`src/rtl/cache_controller.sv`:
```
// cache_controller: direct-mapped, read-only cache in front of external
// tag/data RAMs (read data registered by the RAMs on the falling edge)
// and a word-wide backing memory. A miss refills the whole line one word
// at a time, writes the tag, and then compares again.
// Optional macro CACHE_STATS_EN enables the saturating hit/miss counters;
// without it HitCount/MissCount read as zero.
module cache_controller #(
    parameter int TAG_ADDR_WIDTH = 8,
    parameter int TAG_LENGTH     = 9,
    parameter int OFFSET_WIDTH   = 2,
    parameter int DATA_WIDTH     = 8,
    localparam int AW = TAG_LENGTH + TAG_ADDR_WIDTH + OFFSET_WIDTH
) (
    input  logic                                   Clk,
    input  logic                                   Reset_n,
    input  logic                                   CpuReq,
    input  logic [AW-1:0]                          CpuAddr,
    output logic                                   CpuReady,
    output logic [DATA_WIDTH-1:0]                  CpuData,
    input  logic                                   Flush,
    output logic [TAG_ADDR_WIDTH-1:0]              TagAddr,
    output logic [TAG_LENGTH-1:0]                  TagIn,
    output logic                                   TagWrite,
    input  logic [TAG_LENGTH-1:0]                  TagOut,
    output logic [TAG_ADDR_WIDTH+OFFSET_WIDTH-1:0] DataAddr,
    output logic [DATA_WIDTH-1:0]                  DataIn,
    output logic                                   DataWrite,
    input  logic [DATA_WIDTH-1:0]                  DataOut,
    output logic                                   MemReq,
    output logic [AW-1:0]                          MemAddr,
    input  logic                                   MemAck,
    input  logic [DATA_WIDTH-1:0]                  MemData,
    output logic [15:0]                            HitCount,
    output logic [15:0]                            MissCount
);

    typedef enum logic [2:0] {IDLE, COMPARE, REFILL, TAG_UPDATE, FLUSH} state_t;

    state_t                      state;
    logic [AW-1:0]               addr_q;
    logic [OFFSET_WIDTH-1:0]     counter;
    logic [2**TAG_ADDR_WIDTH-1:0] valid;
    logic                        ready_q;
    logic [DATA_WIDTH-1:0]       data_q;

    logic [TAG_LENGTH-1:0]       tag_q;
    logic [TAG_ADDR_WIDTH-1:0]   idx_q;
    logic [OFFSET_WIDTH-1:0]     off_q;
    logic [TAG_ADDR_WIDTH-1:0]   req_idx;
    logic [OFFSET_WIDTH-1:0]     req_off;
    logic                        hit;
    logic                        last_word;

    assign tag_q     = addr_q[AW-1 -: TAG_LENGTH];
    assign idx_q     = addr_q[OFFSET_WIDTH +: TAG_ADDR_WIDTH];
    assign off_q     = addr_q[OFFSET_WIDTH-1:0];
    assign req_idx   = CpuAddr[OFFSET_WIDTH +: TAG_ADDR_WIDTH];
    assign req_off   = CpuAddr[OFFSET_WIDTH-1:0];
    assign hit       = valid[idx_q] && (TagOut == tag_q);
    assign last_word = &counter;

    assign CpuReady = ready_q;
    assign CpuData  = data_q;

    // Controller FSM: request latch, refill word counter, valid bits, CPU response
    always_ff @(posedge Clk or negedge Reset_n) begin
        if (!Reset_n) begin
            state   <= IDLE;
            addr_q  <= '0;
            counter <= '0;
            valid   <= '0;
            ready_q <= 1'b0;
            data_q  <= '0;
        end else begin
            ready_q <= 1'b0;
            case (state)
                IDLE: begin
                    if (Flush) begin
                        state <= FLUSH;
                    end else if (CpuReq) begin
                        addr_q <= CpuAddr;
                        state  <= COMPARE;
                    end
                end
                COMPARE: begin
                    if (hit) begin
                        ready_q <= 1'b1;
                        data_q  <= DataOut;
                        state   <= IDLE;
                    end else begin
                        counter <= '0;
                        state   <= REFILL;
                    end
                end
                REFILL: begin
                    if (MemAck) begin
                        counter <= counter + 1'b1;
                        if (last_word) state <= TAG_UPDATE;
                    end
                end
                TAG_UPDATE: begin
                    // Line is complete: mark it valid, the next compare hits
                    valid[idx_q] <= 1'b1;
                    state        <= COMPARE;
                end
                FLUSH: begin
                    valid <= '0;
                    state <= IDLE;
                end
                default: state <= IDLE;
            endcase
        end
    end

    // RAM and memory strobes decoded from the current state; the refill
    // write goes out in the same cycle as MemAck
    always_comb begin
        TagAddr   = '0;
        TagIn     = '0;
        TagWrite  = 1'b0;
        DataAddr  = '0;
        DataIn    = '0;
        DataWrite = 1'b0;
        MemReq    = 1'b0;
        MemAddr   = '0;
        case (state)
            IDLE: begin
                // Present the incoming address early so the RAMs have it
                // registered by the time COMPARE evaluates
                if (CpuReq) begin
                    TagAddr  = req_idx;
                    DataAddr = {req_idx, req_off};
                end
            end
            COMPARE: begin
                TagAddr  = idx_q;
                DataAddr = {idx_q, off_q};
            end
            REFILL: begin
                MemReq   = 1'b1;
                MemAddr  = {tag_q, idx_q, counter};
                TagAddr  = idx_q;
                DataAddr = {idx_q, counter};
                if (MemAck) begin
                    DataWrite = 1'b1;
                    DataIn    = MemData;
                end
            end
            TAG_UPDATE: begin
                TagWrite = 1'b1;
                TagIn    = tag_q;
                TagAddr  = idx_q;
                DataAddr = {idx_q, off_q};
            end
            default: ;
        endcase
    end

`ifdef CACHE_STATS_EN
    logic        refilled;
    logic [15:0] hit_count;
    logic [15:0] miss_count;

    assign HitCount  = hit_count;
    assign MissCount = miss_count;

    // Saturating statistics; the compare that follows a refill is not a fresh hit
    always_ff @(posedge Clk or negedge Reset_n) begin
        if (!Reset_n) begin
            refilled   <= 1'b0;
            hit_count  <= '0;
            miss_count <= '0;
        end else begin
            if (state == TAG_UPDATE)  refilled <= 1'b1;
            else if (state == IDLE)   refilled <= 1'b0;
            if (state == COMPARE) begin
                if (hit) begin
                    if (!refilled && hit_count != 16'hFFFF) hit_count <= hit_count + 16'd1;
                end else if (miss_count != 16'hFFFF) begin
                    miss_count <= miss_count + 16'd1;
                end
            end
        end
    end
`else
    assign HitCount  = '0;
    assign MissCount = '0;
`endif

endmodule
```
`config.mk`:
```
export PLATFORM = sky130hd
export DESIGN_NAME = cache_controller
export DESIGN_NICKNAME = d
export VERILOG_FILES = /design/src/rtl/cache_controller.sv
export SDC_FILE = /design/constraint.sdc
export NUM_CORES = 1
export LEC_CHECK = 0
export BUFFER_PORTS_ARGS = -buffer_cell sky130_fd_sc_hd__buf_4
export CORE_MARGIN = 3
export CORE_UTILIZATION = 35
export DETAILED_ROUTE_END_ITERATION = 6
export GPL_ROUTABILITY_DRIVEN = 0
export PLACE_DENSITY_LB_ADDON = 0.05
export SYNTH_ARGS = -nofsm -noshare
export SYNTH_HDL_FRONTEND = slang
export SYNTH_SLANG_ARGS = --single-unit
```
`constraint.sdc`:
```
create_clock -name Clk -period 3 [get_ports Clk]
set_input_delay 0.45 -clock Clk [delete_from_list [all_inputs] [get_ports Clk]]
set_output_delay 0.45 -clock Clk [all_outputs]
set_load 0.005 [all_outputs]
```
==> impl_metrics.ini <==
[worst_setup_path]
crit_required_ps = 3410
criticalPathCategory = register to register
crit_chain = buf_12 > buf_12 > mux4_2 > mux2_2 > a221o_1 > a211oi_4 > a21o_4 > buf_12 > mux2_4
worstSetupEndpointType = register
critPathSlowestCell = mux4_2
worst_path_largest_cell_delay_ps = 510
worstPathArrival_ps = 3480
critPathLaunchType = register
cp_max_fo = 13
path_common_cell = buf_12

[timing]
worstMarginPinSlew_ps = 1210
finalHoldViolCount = 0
rsz0062_at_grt = true
min_period_ps = 3070
fmax_mhz = 326
max_slew_margin_pct = 19.3
drv_slew = 0
setup_slack_ps = -71.9
setup-violations-final = 9
fin_crit_sh_pct = 102
fin_skew_ps = 22.8

[layout]
finalNonFillerCells = 1989
final_nets = 1504
design_area_sq_um = 16900
drive_above_1_share_pct = 27.3
antennaDiodeCount = 0
area_growth_pct = 23.7

[die]
die_area_sq_um = 41500
initial_core_util_pct = 35.9
die_x_um = 204
rows = 71
design.core.area_sq_um = 38100
die_h_um = 204
ioPinCount = 147

[clock_network]
cts.htree.levels = 2
cts_sinks = 289
clock_latency_ps = 550
clockBufferDepth = 3
cts-buffers-inserted = 35
path_clk_slew_ps = 60
cts-root-buf = clkbuf_16
cts_tree = built

[global_route]
grt_pass1_vias = 10702
antenna_found_initial = 0
grt_max_degree = 83
grt_pass1_wl_um = 68100
grt_overflow = 0
track_usage_pct = 21.4

[routing]
ant_nets = 0
drc = 0
via_per_inst = 5.33
wire_per_inst_um = 22.3
dr_total_vias = 10610
drt_iter0_markers = 795
wl_um = 44300
firstDrtPassIters = 7

[placement]
dp_hpwl_um = 27700
dpl_cell_area_sq_um = 15600
pre_cts_ws_ps = -157
portBuffers = 114
dp.cells = 1915

[logic_synthesis]
yosys_warnings = 0
yosys.area_share.simple_pct = 13.7
synthAdderAreaFrac_pct = 0.0915
yosysSeqAreaShare_pct = 52.9
synth.area.top_cells = dfrtp_1 53%, a21oi_1 10%, mux4_2 9.2%
synth-xor-area-share_pct = 0.641
ys_types = 55
synth_top_cell_by_area = dfrtp_1
synth_compound_area_share_pct = 12.4
synth_mux_area_share_pct = 14.7
synth-edff-count = 0
syn_area_per_cell_sq_um = 10.5
async_reset_ff_share_pct = 100
synthCells = 1307
ys_seq_elements = 289
synth_ff_type = dfrtp_1
synth_top_family_by_area = multiplexers
synth_top_area_share_pct = 52.9
syn_area_sq_um = 13700

[power_and_ir_drop]
pwr-share-clk_pct = 30.9
powerDensity_nw_per_um2 = 792
p_sw_share_pct = 36.8
switchingPower_uw = 4930
seq_power_share_pct = 32.5
power.internal_uw = 8460
power.share.combinational_pct = 36.6
leakage_uw = 0.00815
ir_worst_vdd_v = 0.000404

[run_status]
outcome = finished, violations left
violations = setup timing

[flow_run]
drv_cap = 0

[min_path]
hold_path_class = input pin to register
-- registers in the layout, summed over array words and instances, names as in the netlist --
| register | cells |
|---|---|
| valid | 256 |
| CpuData | 8 |
| state | 3 |
| addr_q | 19 |
| CpuReady | 1 |
| counter | 2 |
-- cell usage in the layout (no fill, tap or decap), drive strengths merged, types with 2 or more instances in the layout --
cell,count
and3b,2
xor2,10
o21ai,6
nand2,24
a21o,2
o21a,2
nor2,286
a311oi,2
a41o,2
conb,32
dfrtp,289
and3,20
clkinv,5
nor2b,8
a22oi,8
buf,219
nor4,12
a21oi,274
nor3,30
a31oi,4
mux2i,12
a211oi,3
mux4,65
nand2b,6
or2,3
nand3,13
mux2,33
nor3b,2
o22ai,2
o311ai,2
clkbuf,54
inv,8
and2,22
-- through the flow --
stage / setup TNS, ps / hold WS [ps] / util [%] / power, uW
after floorplan: 0 / 154 / - / 6950
after global placement: -1110 / 469 / 40.8 / 9020
after detailed placement: -997 / 479 / 40.8 / 9020
after CTS: -805 / 116 / 44.1 / 13400
after global routing: -905 / 132 / 44.4 / 14100
final: -550 / 150 / 44.4 / 13400
-- logic make-up (layout without fill, tap and decap cells) --
kind of cell / Yosys count / after routing
and+or+nand+nor: 431 / 431
xor gates and xnor gates: 10 / 10
DFF: 289 / 289
buffers and inverters: 149 / 289
AOI/OAI and AO/OA: 316 / 316
other: 1 / 32
muxes: 110 / 110
adders and majority gates: 1 / 1
-- power groups by stage --
stage          logic (uW)  registers, uW  clock network, uW
6_report             4900           4360               4130
5_1_grt              5270           4390               4420
4_1_cts              4820           4360               4260
3_5_place_dp         4570           4450                  0
3_3_place_gp         4570           4450                  0
2_1_floorplan        2670           4270                  0
-- routing by layer --
metal | vias to the layer above | wire length (um) | part of all wire, % | GRT usage, %
met3 | 60 | 1860 | 4.2 | 2.73
met4 | 0 | 999 | 2.3 | 6.17
met1 | 5491 | 20700 | 47 | 31.5
li1 | 4823 | - | - | -
met5 | - | 0 | 0 | 0
met2 | 236 | 20700 | 47 | 33.5
-- synthesized netlist by cell type (all sizes together), types with 2 or more instances --
library cell and count:
a211oi 3, a21o 2, a21oi 274, a22oi 8, a311oi 2, a31oi 4, a41o 2, and2 22
and3 20, and3b 2, buf 56, clkbuf 86, dfrtp 289, inv 7, mux2 33, mux2i 12
mux4 65, nand2 24, nand2b 6, nand3 13, nor2 286, nor2b 8, nor3 30, nor3b 2
nor4 12, o21a 2, o21ai 6, o22ai 2, o311ai 2, or2 3, xor2 10
-- layout make-up --
cell class              instances  area, sq um
well taps                     511          639
clock inverters                 8         82.6
flip-flops and latches        289         7240
inverters                       7         26.3
fillers                      3681        21200
repair buffers                221         1930
multi-input cells             900         5970
clock buffers                  53         1020
-- worst paths after layout --
kind                                        start                      to  slack, ps  cells after the start
max                         addr_q[2]$_DFFE_PN0P_  CpuData[7]$_DFFE_PN0P_        -70                      9
min in group asynchronous                 Reset_n  valid[215]$_DFFE_PN0P_        540                      2
min                                   CpuAddr[10]  addr_q[10]$_DFFE_PN0P_        150                      2
max reg2reg                 addr_q[2]$_DFFE_PN0P_  CpuData[7]$_DFFE_PN0P_        -70                      9
min reg2reg                valid[231]$_DFFE_PN0P_  valid[231]$_DFFE_PN0P_        490                      2
max in group asynchronous                 Reset_n  valid[104]$_DFFE_PN0P_       1710                      3
-- critical path: cells and delay by family, from the launching register on --
family | cells | cell delay [ps]
AO/OA/AOI/OAI | 3 | 900
buffers and inverters | 3 | 460
flip-flops | 1 | 440
multiplexers | 3 | 1090
-- what timing repair did --
| action | in CTS | in global routing |
|---|---|---|
| setup endpoints to repair | 8 | 12 |
| resized for setup | 10 | 23 |
| setup buffers | 7 | 3 |
| gates cloned | 2 | 1 |
| endpoints found under the hold margin | 74 | 0 |
| hold buffers | 1 | 0 |
| pin swaps | 3 | 6 |
Note: power is estimated with default switching activity, not from simulation.
